## src/rtl/hilo_divider_pkg.sv

```systemverilog
// Shared types and constants for the HI/LO multi-cycle divider.
// Imported by the divider top and its iteration step.
package hilo_divider_pkg;

  localparam int DIV_ITERATIONS = 32;
  localparam logic RESET_ENABLE = 1'b0;

  typedef enum logic [1:0] {
    S_IDLE     = 2'd0,
    S_DIV_ZERO = 2'd1,
    S_RUNNING  = 2'd2,
    S_DONE     = 2'd3
  } div_state_t;

endpackage

```

## src/rtl/hilo_divider_div_step.sv

```systemverilog
// One restoring shift-subtract iteration, purely combinational.
// The quotient register doubles as the dividend shift source.
module hilo_divider_div_step
  import hilo_divider_pkg::*;
#(
  parameter int WIDTH = DIV_ITERATIONS
) (
  input  logic [WIDTH-1:0] rem_i,
  input  logic [WIDTH-1:0] quo_i,
  input  logic [WIDTH-1:0] dvsr_i,
  output logic [WIDTH-1:0] rem_o,
  output logic [WIDTH-1:0] quo_o
);

  logic [WIDTH:0] shifted;
  logic [WIDTH:0] diff;

  assign shifted = {rem_i, quo_i[WIDTH-1]};
  assign diff    = shifted - {1'b0, dvsr_i};

  // A clear borrow bit means the divisor fit: keep the difference.
  always_comb begin
    rem_o = shifted[WIDTH-1:0];
    quo_o = {quo_i[WIDTH-2:0], 1'b0};
    if (!diff[WIDTH]) begin
      rem_o = diff[WIDTH-1:0];
      quo_o = {quo_i[WIDTH-2:0], 1'b1};
    end
  end

endmodule

```

## src/rtl/hilo_divider.sv

```systemverilog
// Multi-cycle DIV/DIVU unit feeding the HI/LO register pair.
// Remainder goes to HI, quotient to LO, as one-cycle write pulses.
module hilo_divider
  import hilo_divider_pkg::*;
#(
  parameter int WIDTH = DIV_ITERATIONS
) (
  input  logic             clock,
  input  logic             reset,
  input  logic             start,
  input  logic             signed_op,
  input  logic [WIDTH-1:0] dividend,
  input  logic [WIDTH-1:0] divisor,
  input  logic             cancel,
  output logic             busy,
  output logic             stall_request,
  output logic             register_hi_write_enable,
  output logic [WIDTH-1:0] register_hi_write_data,
  output logic             register_lo_write_enable,
  output logic [WIDTH-1:0] register_lo_write_data
);

  localparam int CW = $clog2(WIDTH + 1);
  localparam logic [CW-1:0] LAST = CW'(WIDTH - 1);

  div_state_t       state_q;
  logic [CW-1:0]    cnt_q;
  logic [WIDTH-1:0] rem_q;
  logic [WIDTH-1:0] quo_q;
  logic [WIDTH-1:0] dvsr_q;
  logic             qneg_q;
  logic             rneg_q;
  logic             we_q;
  logic [WIDTH-1:0] hi_q;
  logic [WIDTH-1:0] lo_q;

  logic [WIDTH-1:0] step_rem;
  logic [WIDTH-1:0] step_quo;
  logic [WIDTH-1:0] hi_d;
  logic [WIDTH-1:0] lo_d;
  logic             dvd_neg;
  logic             dvs_neg;
  logic [WIDTH-1:0] dvd_mag;
  logic [WIDTH-1:0] dvs_mag;

  assign dvd_neg = signed_op & dividend[WIDTH-1];
  assign dvs_neg = signed_op & divisor[WIDTH-1];
  assign dvd_mag = dvd_neg ? -dividend : dividend;
  assign dvs_mag = dvs_neg ? -divisor : divisor;

  hilo_divider_div_step #(
    .WIDTH (WIDTH)
  ) u_step (
    .rem_i  (rem_q),
    .quo_i  (quo_q),
    .dvsr_i (dvsr_q),
    .rem_o  (step_rem),
    .quo_o  (step_quo)
  );

  // Sign fix-up applied to the final step's output.
  assign hi_d = rneg_q ? -step_rem : step_rem;
  assign lo_d = qneg_q ? -step_quo : step_quo;

  always_ff @(posedge clock) begin
    if (reset) begin
      state_q <= S_IDLE;
      cnt_q   <= '0;
      rem_q   <= '0;
      quo_q   <= '0;
      dvsr_q  <= '0;
      qneg_q  <= 1'b0;
      rneg_q  <= 1'b0;
      we_q    <= RESET_ENABLE;
      hi_q    <= '0;
      lo_q    <= '0;
    end else if (cancel) begin
      state_q <= S_IDLE;
      cnt_q   <= '0;
      we_q    <= 1'b0;
    end else begin
      we_q <= 1'b0;
      unique case (state_q)
        S_IDLE: begin
          if (start) begin
            cnt_q  <= '0;
            rem_q  <= '0;
            dvsr_q <= dvs_mag;
            qneg_q <= dvd_neg ^ dvs_neg;
            rneg_q <= dvd_neg;
            if (divisor == '0) begin
              quo_q   <= dividend;
              state_q <= S_DIV_ZERO;
            end else begin
              quo_q   <= dvd_mag;
              state_q <= S_RUNNING;
            end
          end
        end
        S_DIV_ZERO: begin
          hi_q    <= quo_q;
          lo_q    <= '1;
          we_q    <= 1'b1;
          state_q <= S_DONE;
        end
        S_RUNNING: begin
          rem_q <= step_rem;
          quo_q <= step_quo;
          cnt_q <= cnt_q + 1'b1;
          if (cnt_q == LAST) begin
            cnt_q   <= '0;
            hi_q    <= hi_d;
            lo_q    <= lo_d;
            we_q    <= 1'b1;
            state_q <= S_DONE;
          end
        end
        S_DONE: begin
          state_q <= S_IDLE;
        end
        default: begin
          state_q <= S_IDLE;
        end
      endcase
    end
  end

  assign busy          = (state_q != S_IDLE);
  assign stall_request = (state_q == S_DIV_ZERO) ||
                         (state_q == S_RUNNING);

  assign register_hi_write_enable = we_q;
  assign register_lo_write_enable = we_q;
  assign register_hi_write_data   = hi_q;
  assign register_lo_write_data   = lo_q;

endmodule

```

## config.mk

```make
export PLATFORM = sky130hd
export DESIGN_NAME = hilo_divider
export DESIGN_NICKNAME = d
export VERILOG_FILES = /design/src/rtl/hilo_divider_pkg.sv /design/src/rtl/hilo_divider_div_step.sv /design/src/rtl/hilo_divider.sv
export SDC_FILE = /design/constraint.sdc
export NUM_CORES = 1
export LEC_CHECK = 0
export ABC_AREA = 1
export BUFFER_PORTS_ARGS = -buffer_cell sky130_fd_sc_hd__buf_2
export CAP_MARGIN = 20
export CELL_PAD_IN_SITES_DETAIL_PLACEMENT = 1
export CELL_PAD_IN_SITES_GLOBAL_PLACEMENT = 2
export CORE_ASPECT_RATIO = 2
export CORE_MARGIN = 2
export CORE_UTILIZATION = 32
export CTS_CLUSTER_DIAMETER = 60
export CTS_CLUSTER_SIZE = 20
export DETAILED_ROUTE_END_ITERATION = 10
export GPL_ROUTABILITY_DRIVEN = 0
export GPL_TIMING_DRIVEN = 0
export PLACE_DENSITY_LB_ADDON = 0.1
export REMOVE_ABC_BUFFERS = 1
export SETUP_SLACK_MARGIN = 0.3
export SLEW_MARGIN = 25
export SYNTH_ARGS = -nofsm -noshare
export SYNTH_HDL_FRONTEND = slang
export SYNTH_SLANG_ARGS = --single-unit
```

## constraint.sdc

```tcl
create_clock -name clock -period 5.1 [get_ports clock]
set_input_delay 0.255 -clock clock [delete_from_list [all_inputs] [get_ports clock]]
set_output_delay 0.255 -clock clock [all_outputs]
set_load 0.05 [all_outputs]
```

**After elaboration in Yosys (flattened, before gate mapping)**

Cells that the tools add are included.

- Bitwise logic cells: 4
- Div/mod/pow operators: 0
- $lt $le $gt $ge: 0
- Muxes and demuxes: 24
- Reduce and logical (&&, ||, !) cells: 12
- Add/subtract/negate cells: 6
- Multiply operators: 0
- Shift operators: 0
- Eq/ne operators: 6

Operators by type and width:

| operator | number |
|---|---|
| two-way mux 32 bit | 10 |
| one-hot mux 32 bit (2 select lines) | 4 |
| negation 32 bit | 4 |
| subtractor 33 x 32 -> 33 bit | 1 |
| zero test 32 bit | 1 |
| two-way mux 6 bit | 2 |
| one-hot mux 6 bit (2 select lines) | 1 |
| AND reduction 3 bit | 3 |
| one-hot mux 2 bit (4 select lines) | 1 |
| adder 6 x 1 -> 6 bit (second input constant) | 1 |
| == test 6 x 5 -> 1 bit (second input constant) | 1 |
| two-way mux 2 bit | 3 |
| nonzero test 2 bit | 3 |
| == test 2 bit (second input constant) | 2 |
| != test 2 bit (second input constant) | 2 |
| AND reduction 2 bit | 2 |
| AND 1 bit | 2 |
| == test 2 x 1 -> 1 bit (second input constant) | 1 |
| zero test 2 bit | 1 |
| two-way mux 1 bit | 2 |
| one-hot mux 1 bit (2 select lines) | 1 |
| OR reduction 2 bit | 1 |
| logical OR 1 bit | 1 |
| NOT 1 bit | 1 |
| bitwise XOR 1 bit | 1 |

- Register bits: 171
- Memories: 0
- ROM bits: 0
- Output and inout port bits: 68
- Bits in latches: 0
- Logic and storage cells: 62
- Bits in writable memories: 0

**Longest topological paths before layout**

Gate-level depths: netlist of the first run.

- Depth in word-level cells: 6
- Mapped depth: 30
- Gate-level depth less buffers: 28

**By module**

From an unflattened synthesis of the first run, not the netlist that was laid out.

- Cells, all modules: 2386
- Area, all modules: 13830.8 µm²

Modules (own cells, without submodules):

| module | cells each | area an instance (µm²) | instances | seq. area each (µm²) |
|---|---|---|---|---|
| hilo_divider | 1675 | 10447.5 | 1 | 3423.3 |
| hilo_divider_div_step | 711 | 3383.2 | 1 | 0.0 |

**Least setup slack after synthesis of the first run**

OpenSTA, ideal clock, no wires.

- Path type: register to register
- Start: reg quo_q[31]
- End: reg lo_q[28], in the netlist register_lo_write_data[28]
- Data arrival time: 3.756 ns
- Required time: 4.968 ns
- Cell stages (with the launch flop): 30
- Path slack: 1.212 ns
- Setup time: 0.132 ns
- Cell sequence: dfxtp_1 > inv_1 > ha_1 > inv_1 > fa_1 > nand2_1 > nand2_1 > nand3_1 > nand2_2 > nand2_2 > nand2_4 > nand2_4 > nand3_4 > nand2_4 > buf_12 > buf_6 > ha_1 > inv_1 > nor3_1 > nand4_1 > nor3_1 > inv_1 > nor2_1 > nand4_1 > nor3_1 > nand4_1 > o21ai_0 > nand3_1 > o211ai_1 > a21oi_1

- Cells in the longest elaborated chain, start to end: 6

RTL lines:

| item | line | text |
|---|---|---|
| from (decl) | hilo_divider.sv:29 | `logic [WIDTH-1:0] quo_q;` |
| from (signal assigned) | hilo_divider.sv:92 | `quo_q <= dividend;` |
| from (signal assigned) | hilo_divider.sv:95 | `quo_q <= dvd_mag;` |
| from (signal assigned) | hilo_divider.sv:108 | `quo_q <= step_quo;` |
| subtractor 33 x 32 -> 33 bit | hilo_divider_div_step.sv:19 | `assign diff = shifted - {1'b0, dvsr_i};` |
| two-way mux 1 bit | hilo_divider_div_step.sv:25 | `if (!diff[WIDTH]) begin` |
| negation 32 bit | hilo_divider.sv:63 | `assign lo_d = qneg_q ? -step_quo : step_quo;` |
| two-way mux 32 bit | hilo_divider.sv:63 |  |
| two-way mux 32 bit | hilo_divider.sv:110 | `if (cnt_q == LAST) begin` |
| one-hot mux 32 bit (2 select lines) | hilo_divider.sv:83 | `unique case (state_q)` |
| to (signal assigned) | hilo_divider.sv:113 | `lo_q <= lo_d;` |
| to (decl) | hilo_divider.sv:35 | `logic [WIDTH-1:0] lo_q;` |

No other way between the ends. The select of a mux whose other input is x is not followed.
A chain may end at the register's enable or synchronous reset.

**Worst setup path in the final report of the first run**

Ends and elaborated chain as after synthesis.

==> reports/metrics.yaml, run 1 <==
run_status:
  status: "completed"
synthesis:
  synthMuxAreaShare_pct: 0
  synth_edf_count: 0
  ys_types: 54
  syn_area_per_cell_um2: 6.11
  yosys_warnings: 0
  synth_commonest_cells: "nand2_1 (601), inv_1 (281), a21oi_1 (245)"
  synth_seq_area_share_pct: 25.7
  synth_top_family_by_area: "simple AND/OR/NAND/NOR gates"
  synthSimpleGateAreaFrac_pct: 34.8
  netlist_area_um2: 13300
  synthCells: 2182
  synth_compound_area_share_pct: 19.3
  postSynth.asyncResetShare_pct: 0
  synth.area.top_cells: "dfxtp_1 (26%), nand2_1 (17%), a21oi_1 (9.2%), inv_1 (7.9%), nor2_1 (4.9%)"
  synth_top_area_cell: "dfxtp_1"
  synth_ff_type: "dfxtp_1"
  yosysMostFrequentCell: "nand2_1"
  synth_xor_area_share_pct: 4.80
  synth_seq_cells: 171
  synth_fa_ha_area_share_pct: 4.00
  synth_top_area_share_pct: 25.7
pwr:
  ir_drop_uv: 135
  p_per_area_nw_per_um2: 253
  power_leakage_nw: 7.24
die:
  rows: 105
  core_region_area_um2: 41100
  die_w_um: 148
  die_area_um2: 43400
  die_y_um: 293
  boundaryPins: 137
  start_util_pct: 32.4
cts:
  cts_tree: "yes"
  cts_max_path_buffers: 2
  root_buffer: "clkbuf_16"
  cts_sinks: 171
  clk_latency_ns: 0.47
  h-tree-depth: 4
  cts_buffers: 17
  postCtsHoldBufs: 0
  clk_pin_slew_worst_paths_ns: 0.07
job:
  drv_cap: 0
routing:
  drt-vias-per-instance: 5.07
  drt-pass1-iter-count: 4
  postRouteAntennaNets: 0
  wl_mm: 53.3
  drcViolationCount: 0
  vias: 14300
  wire_per_inst_um: 18.9
  drt-initial-drc-count: 463
placed_design:
  dpl_cell_area_um2: 14500
  dp_slack_ns: -0.850
  portBuffers: 136
  dp_hpwl_mm: 42.5
  dp_cells: 2776
global_routing:
  grt_pass1_vias: 14900
  grt-ovfl-total: 0
  grt.total_usage_pct: 24.8
  antenna_found_initial: 0
  grt_max_degree: 92
  grt_pass1_wl_mm: 82.5
layout:
  final_area_um2: 15200
  drive_gt1_share_pct: 14.4
  num_antenna_cells: 0
  fin_cells: 2822
  nets: 2385
  area_delta_synth_final_pct: 14.3
  utilization_pct: 37.1
setup_path:
  required_ns: 5.44
  crit_path_top_delay_cell: "dfxtp_2"
  worstRegToRegCells: 28
  worstPathArrival_ns: 4.92
  slowest_delay_ns: 0.36
  path_class: "reg2reg"
  crit_fanout: 11
  critPathLaunchType: "flip-flop"
  end_kind: "flip-flop"
timing:
  setup_slack_ns: 0.518
  finalClockSkew_ns: 0.00783
  setup_violations: 0
  worst_pin_slew_ns: 1.04
  timing.fmax_mhz: 218
  finalHoldViolations: 0
  rsz0062_at_grt: "true"
  maxSlewHeadroom_pct: 30.7
  report.final.slew_viol_count: 0
  finalCriticalPeriod_ns: 4.58
  fin_crit_sh_pct: 89.8
min_path:
  hold_class: "in2reg"
  holdPathStages: 3
[state kept, by name (all words and copies together) (netlist names)]
register,count
dvsr_q,32
quo_q,32
register_hi_write_data,32
register_lo_write_data,32
rem_q,32
cnt_q,6
state_q,2
qneg_q,1
register_hi_write_enable,1
rneg_q,1
[path summary, 6_finish.rpt]
check	to	from	slack, ns
setup reg to reg	register_lo_write_data[28]$_SDFFE_PP0P_	quo_q[31]$_SDFFE_PP0P_	0.52
hold reg to reg	register_hi_write_data[4]$_SDFFE_PP0P_	register_hi_write_data[4]$_SDFFE_PP0P_	0.46
hold / removal	dvsr_q[31]$_SDFFE_PP0P_	divisor[31]	0.08
setup / recovery	register_lo_write_data[28]$_SDFFE_PP0P_	quo_q[31]$_SDFFE_PP0P_	0.52
[logic make-up after synthesis]
group | after synthesis
AOI/OAI and AO/OA | 462
xor gates and xnor gates | 73
adders and majority gates | 42
buffers and inverters | 385
DFF | 171
and+or+nand+nor | 1049
[cell type report]
cell class	instances	area [um2]
repair buffers	162	991
clock inverters	9	67.6
flip-flops and latches	171	3430
clock buffers	23	468
multi-input cells	1627	8490
fillers	5518	25900
inverters	295	1120
well taps	535	669
[metrics by stage]
stage	hold slack (ns)	setup TNS, ns	power [mW]
global route	0.0772	0	4.07
finish	0.0812	0	3.86
detailed placement	0.453	-2.68	2.61
global placement	0.447	-756.43	2.58
CTS	0.0558	0	3.91
floorplan	0.317	-121.98	2.20
[cells in the final DEF (no fill, tap or decap), types with 7 or more instances in the layout]
cell type / count
nand3_2: 8
buf_2: 135
nand3_1: 115
inv_2: 14
nand4_1: 24
o221ai_1: 12
nor3_1: 20
clkbuf_16: 17
nor4_1: 9
xnor2_1: 29
nor2_2: 18
nand2_2: 39
nand2_1: 601
a31oi_1: 30
o21ai_0: 94
o31ai_1: 22
xor2_1: 44
o211ai_1: 10
a21oi_2: 8
nand2_4: 13
nor3_2: 7
inv_1: 276
ha_1: 39
nor2_1: 169
o21ai_1: 19
a21oi_1: 245
buf_4: 20
dfxtp_1: 169
[critical path: cells and delay by family, from the launching register on]
family | cells | cell delay, ns
adder cells (fa/ha/maj) | 3 | 0.63
AO/OA/AOI/OAI | 3 | 0.43
flip-flops | 1 | 0.36
buffers and inverters | 4 | 0.51
AND/OR/NAND/NOR | 18 | 2.50
[per-layer routing]
layer	track usage, %	share of wire, %	vias to the layer above
li1	-	-	7251
met1	23.4	36	6789
met2	51.9	58	201
met3	2.20	1.6	74
met4	11.3	4.6	0
met5	0	0	-
[report_power, final]
part / total (mW) / leakage [nW] / switching (mW) / internal (mW)
Sequential: 1.45 / 1.39 / 0.0567 / 1.39
Clock: 1.25 / 0.253 / 0.602 / 0.649
Combinational: 1.16 / 5.59 / 0.811 / 0.345
Total: 3.86 / 7.24 / 1.47 / 2.39
[repair_timing]
action | in CTS | in global routing
endpoints found under the setup margin | 11 | 24
pin swaps | 9 | 11
gates resized for setup | 12 | 8
setup buffers | 6 | 7
gates cloned | 1 | 0
Note: power is estimated with default switching activity, not from simulation.
==> run 2, diff against run 1 <==
--- a/config.mk
+++ b/config.mk
@@ -12,7 +12,8 @@
 export CELL_PAD_IN_SITES_GLOBAL_PLACEMENT = 2
 export CORE_ASPECT_RATIO = 2
 export CORE_MARGIN = 2
-export CORE_UTILIZATION = 32
+export CORE_UTILIZATION = 33
+export CTS_BUF_LIST = sky130_fd_sc_hd__clkbuf_2 sky130_fd_sc_hd__clkbuf_4 sky130_fd_sc_hd__clkbuf_8
 export CTS_CLUSTER_DIAMETER = 60
 export CTS_CLUSTER_SIZE = 20
 export DETAILED_ROUTE_END_ITERATION = 10
==> reports/metrics.yaml, run 2 (synthesized netlist as in run 1, its figures left out) <==
timing:
  worst_pin_slew_ns: 1.02
  finalClockSkew_ns: 0.0142
  finalCriticalPeriod_ns: 4.62
  report.final.slew_viol_count: 0
  rsz0062_at_grt: "true"
  fin_crit_sh_pct: 90.6
  setup-tns-final_ns: 0
  setup_violations: 0
  maxSlewHeadroom_pct: 31.8
  timing.fmax_mhz: 216
  finalHoldViolations: 0
run_status:
  status: "completed"
die:
  boundaryPins: 137
  core_region_area_um2: 40100
  die_area_um2: 42100
  rows: 104
  die_y_um: 288
  start_util_pct: 33.3
  die_w_um: 146
layout:
  final_area_um2: 15100
  final_common_cell: "nand2_1"
  multi_input_area_um2: 8490
  fillers: 5450
  drive_gt1_share_pct: 14.4
  ff_latch_area_um2: 3430
  area_delta_synth_final_pct: 13.0
  nets: 2382
  final_cell_mix: "nand2_1 (600), inv_1 (276), a21oi_1 (245)"
routing:
  drt-pass1-iter-count: 5
  postRouteAntennaNets: 0
  wl_mm: 53.6
  drcViolationCount: 0
  drt-initial-drc-count: 458
  wire_per_inst_um: 19.0
  drt-vias-per-instance: 5.14
  vias: 14500
pwr:
  internal-power_mw: 2.15
  power_leakage_nw: 7.16
  total_power_mw: 3.59
  p_sw_mw: 1.44
  p_seq_share_pct: 40.3
  swShare_pct: 40.1
  clkPwrFrac_pct: 27.7
  ir_drop_uv: 142
  power_frac_comb_pct: 32.0
  p_per_area_nw_per_um2: 239
placed_design:
  dp_hpwl_mm: 42.7
  portBuffers: 136
  dpl_cell_area_um2: 14500
job:
  drv_cap: 0
setup_path:
  required_ns: 5.50
  path_class: "reg2reg"
  worstPathArrival_ns: 5.02
  reg2reg_slack_ns: 0.48
  crit_fanout: 3
  critPathLaunchType: "flip-flop"
  slowest_delay_ns: 0.37
  crit_path_top_delay_cell: "dfxtp_2"
  rr_startpoint: "quo_q[31]$_SDFFE_PP0P_"
  end_kind: "flip-flop"
  worstReg2RegEnd: "register_lo_write_data[28]$_SDFFE_PP0P_"
  worstRegToRegCells: 28
min_path:
  hold_end: "dvsr_q[15]$_SDFFE_PP0P_"
  holdPathStages: 3
  hold_class: "in2reg"
  min_from: "divisor[15]"
global_routing:
  antenna_found_initial: 1
  grt_pass1_wl_mm: 82.5
  grt.total_usage_pct: 25.4
  grt-ovfl-total: 0
  grt_pass1_vias: 14800
  grt_max_degree: 94
cts:
  cts_sinks: 171
  clk_pin_slew_worst_paths_ns: 0.10
  clk_latency_ns: 0.53
  root_buffer: "clkbuf_8"
  cts_buffers: 17
  h-tree-depth: 4
  cts_tree: "yes"
  cts_max_path_buffers: 2
## run 2: worst max-delay path by stage
stage	start	to	slack, ns
finish	quo_q[31]$_SDFFE_PP0P_	register_lo_write_data[28]$_SDFFE_PP0P_	0.48
global route	quo_q[31]$_SDFFE_PP0P_	register_lo_write_data[28]$_SDFFE_PP0P_	0.23
CTS	quo_q[31]$_SDFFE_PP0P_	register_lo_write_data[28]$_SDFFE_PP0P_	0.34
detailed placement	quo_q[31]$_SDFFE_PP0P_	register_lo_write_data[28]$_SDFFE_PP0P_	-0.97
global placement	state_q[0]$_SDFFE_PP0P_	rem_q[2]$_SDFFE_PP0P_	-6.70
floorplan	state_q[0]$_SDFFE_PP0P_	rem_q[14]$_SDFFE_PP0P_	-1.67
## run 2: per-layer routing
metal	part of all wire (%)	global-route usage, %	vias up
li1	-	-	7234
met1	35	23.8	6916
met2	58	53.3	236
met3	2.0	2.23	89
met4	5.1	12.9	0
met5	0	0	-
## run 2: timing repair
item	in CTS	in global routing
resized for setup	16	2
cloned	1	0
buffers inserted	9	1
endpoints found under the setup margin	12	25
hold endpoints to repair	1	0
hold buffers	1	0
pin swaps	12	2
## run 2: metrics by stage
step	utilization, %	setup WS [ns]	hold slack, ns	cells
2_1_floorplan	-	-1.67	0.317	2092
3_3_place_gp	35.6	-6.70	0.451	2758
3_5_place_dp	36.2	-0.971	0.456	2770
4_1_cts	37.6	0.339	0.00338	2813
5_1_grt	37.6	0.226	0.0319	2815
6_report	37.6	0.480	0.0357	2815
## run 2: power groups by stage
stage                     registers (mW)  logic (mW)  clock network, mW
after detailed placement            1.48        1.13                  0
after global placement              1.48        1.10                  0
after CTS                           1.45        1.16               1.04
after global routing                1.46        1.27               1.08
final                               1.45        1.15              0.995
after floorplan                     1.52       0.677                  0
## run 2: layout make-up
cell class	count	area share [%]
clock buffers	20	1.79
repair buffers	159	6.50
flip-flops and latches	171	22.7
diodes	1	0.0166
multi-input cells	1627	56.4
well taps	530	4.40
clock inverters	12	0.764
inverters	295	7.44
## run 2: worst max-delay path: cells and delay by family (launching register included)
| family | cells | cell delay [ns] |
|---|---|---|
| AND/OR/NAND/NOR | 18 | 2.48 |
| adder cells (fa/ha/maj) | 3 | 0.64 |
| buffers and inverters | 4 | 0.52 |
| AO/OA/AOI/OAI | 3 | 0.47 |
| flip-flops | 1 | 0.37 |
==> run 3, diff against run 2 <==
--- a/config.mk
+++ b/config.mk
@@ -12,7 +12,7 @@
 export CELL_PAD_IN_SITES_GLOBAL_PLACEMENT = 2
 export CORE_ASPECT_RATIO = 2
 export CORE_MARGIN = 2
-export CORE_UTILIZATION = 33
+export CORE_UTILIZATION = 32
 export CTS_BUF_LIST = sky130_fd_sc_hd__clkbuf_2 sky130_fd_sc_hd__clkbuf_4 sky130_fd_sc_hd__clkbuf_8
 export CTS_CLUSTER_DIAMETER = 60
 export CTS_CLUSTER_SIZE = 20
@@ -25,4 +25,5 @@
 export SLEW_MARGIN = 25
 export SYNTH_ARGS = -nofsm -noshare
 export SYNTH_HDL_FRONTEND = slang
+export SYNTH_HIERARCHICAL = 1
 export SYNTH_SLANG_ARGS = --single-unit
==> reports/metrics.yaml, run 3 <==
timing:
  setup_violations: 0
  setup-tns-final_ns: 0
  maxSlewHeadroom_pct: 38.8
  finalHoldViolations: 0
  finalClockSkew_ns: 0.0168
  setup_slack_ns: 0.679
  worst_pin_slew_ns: 0.916
  finalCriticalPeriod_ns: 4.42
  rsz0062_at_grt: "false"
  timing.fmax_mhz: 226
  report.final.slew_viol_count: 0
  fin_crit_sh_pct: 86.7
global_routing:
  grt_pass1_vias: 15800
  grt_pass1_wl_mm: 85.6
  grt.total_usage_pct: 24.9
  antenna_found_initial: 1
  grt-ovfl-total: 0
  grt_max_degree: 76
routing:
  drt-pass1-iter-count: 5
  vias: 15000
  drt-vias-per-instance: 5.03
  wl_met3_mm: 1.12
  m1WireLength_mm: 20.3
  drcViolationCount: 0
  top_layer_used: "met4"
  dr_wl_met2_mm: 30.7
  drt-initial-drc-count: 401
  wl_mm: 55.1
  wire_per_inst_um: 18.4
  postRouteAntennaNets: 0
synthesis:
  netlist_area_um2: 13800
  synth_seq_area_share_pct: 24.8
  synthCells: 2386
  synth_top_family_by_area: "simple AND/OR/NAND/NOR gates"
  synth_seq_cells: 171
  synth_commonest_cells: "nand2_1 (792), inv_1 (305), nor2_1 (234)"
  yosys_warnings: 6
  synth_fa_ha_area_share_pct: 3.85
  synth_xor_area_share_pct: 2.60
  synth.area.top_cells: "dfxtp_1 (25%), nand2_1 (21%), inv_1 (8.3%), a21oi_1 (6.4%), nor2_1 (6.4%)"
  synth_top_area_share_pct: 24.8
  synth_top_area_cell: "dfxtp_1"
  synthMuxAreaShare_pct: 0.0724
  syn_area_per_cell_um2: 5.80
  synth_edf_count: 0
  synthSimpleGateAreaFrac_pct: 39.4
  postSynth.asyncResetShare_pct: 0
  yosysMostFrequentCell: "nand2_1"
  synth_compound_area_share_pct: 15.9
  synth_ff_type: "dfxtp_1"
  ys_types: 45
setup_path:
  critPathLaunchType: "flip-flop"
  required_ns: 5.55
  worstPathArrival_ns: 4.87
  crit_fanout: 34
  end_kind: "flip-flop"
  path_class: "reg2reg"
min_path:
  hold_class: "in2reg"
cts:
  cts_sinks: 171
  cts_tree: "yes"
  postCtsSetupBuffers: 0
  cts_max_path_buffers: 2
  h-tree-depth: 4
  cts_buffers: 17
  clk_pin_slew_worst_paths_ns: 0.09
  clk_latency_ns: 0.52
  root_buffer: "clkbuf_8"
placed_design:
  dp_hpwl_mm: 45.0
  dp_slack_ns: 0.281
  portBuffers: 136
die:
  core_region_area_um2: 42600
  die_w_um: 151
  boundaryPins: 137
  rows: 107
  die_y_um: 298
  start_util_pct: 32.5
  die_area_um2: 45000
pwr:
  p_per_area_nw_per_um2: 299
  ir_drop_uv: 182
  power_leakage_nw: 7.52
layout:
  area_delta_synth_final_pct: 9.64
  ff_latch_area_um2: 3430
  final_cell_mix: "nand2_1 (792), inv_1 (303), nor2_1 (231)"
  drive_gt1_share_pct: 9.74
  final_common_cell: "nand2_1"
  fillers: 5831
  nets: 2542
  multi_input_area_um2: 8590
job:
  drv_cap: 0
run_status:
  status: "completed"
run 3: routing by layer:
layer	GRT usage [%]	up-vias
met5	0	-
met4	13.1	0
met3	2.31	102
met2	49.1	218
met1	24.7	7043
li1	-	7686
run 3: final cells by class:
type / count / share of cell area (%)
diodes: 1 / 0.0165
clock buffers: 23 / 1.96
clock inverters: 9 / 0.734
inverters: 313 / 7.81
multi-input cells: 1782 / 56.6
flip-flops and latches: 171 / 22.6
well taps: 545 / 4.50
repair buffers: 146 / 5.74
run 3: critical path: stages, from the launching register on:
cell and delay [ns]:
dfxtp_2 0.46, inv_1 0.07, ha_1 0.23, fa_1 0.40
inv_1 0.13, nand2_1 0.06, nand2_1 0.09, nand3_1 0.11
nand2_2 0.16, nand2_1 0.08, nand2_2 0.11, nand2_2 0.08
nand3_1 0.18, nand2_8 0.19, nand2_1 0.12, nand2_1 0.08
inv_1 0.11, ha_1 0.18, nand3_1 0.21, o21ai_1 0.39
nand4_1 0.16, nand2_1 0.29, nand2_1 0.09, nand2_1 0.07
nand3_1 0.09, a21oi_1 0.18
run 3: final timing paths:
path | from | endpoint | cells past startpoint | slack (ns)
setup reg to reg | quo_q[31]$_SDFFE_PP0P_ | register_hi_write_data[28]$_SDFFE_PP0P_ | 25 | 0.68
setup / recovery | quo_q[31]$_SDFFE_PP0P_ | register_hi_write_data[28]$_SDFFE_PP0P_ | 25 | 0.68
hold reg to reg | register_hi_write_data[14]$_SDFFE_PP0P_ | register_hi_write_data[14]$_SDFFE_PP0P_ | 2 | 0.48
hold / removal | divisor[25] | dvsr_q[25]$_SDFFE_PP0P_ | 4 | 0.06
run 3: repair_timing:
action,CTS,global route
resized for setup,1,3
gates cloned,0,0
hold buffers,1,0
hold endpoints to repair,1,0
endpoints found under the setup margin,1,10
run 3: kinds of logic (layout without fill, tap and decap cells):
kind of cell,Yosys count,after routing
other cells,0,1
flops,171,171
buf+inv,433,491
compound gates,395,395
simple gates,1303,1303
xor+xnor,41,41
mux,1,1
fa+ha+maj,42,42
run 3: where the power goes:
| group | switching (mW) | internal (mW) |
|---|---|---|
| clock | 0.546 | 0.491 |
| sequential | 0.0764 | 1.41 |
| combinational | 1.44 | 0.563 |
run 3: per-stage QoR:
stage	util (%)	power [mW]	instance area, um2	std cells	hold WS [ns]
after floorplan	-	2.85	13100	2266	0.317
after global placement	34.1	3.47	14500	2947	0.451
after detailed placement	34.6	3.52	14700	2956	0.466
after CTS	35.6	4.59	15100	2989	0.0194
after global routing	35.6	4.89	15200	2990	0.0450
final	35.6	4.53	15200	2990	0.0563
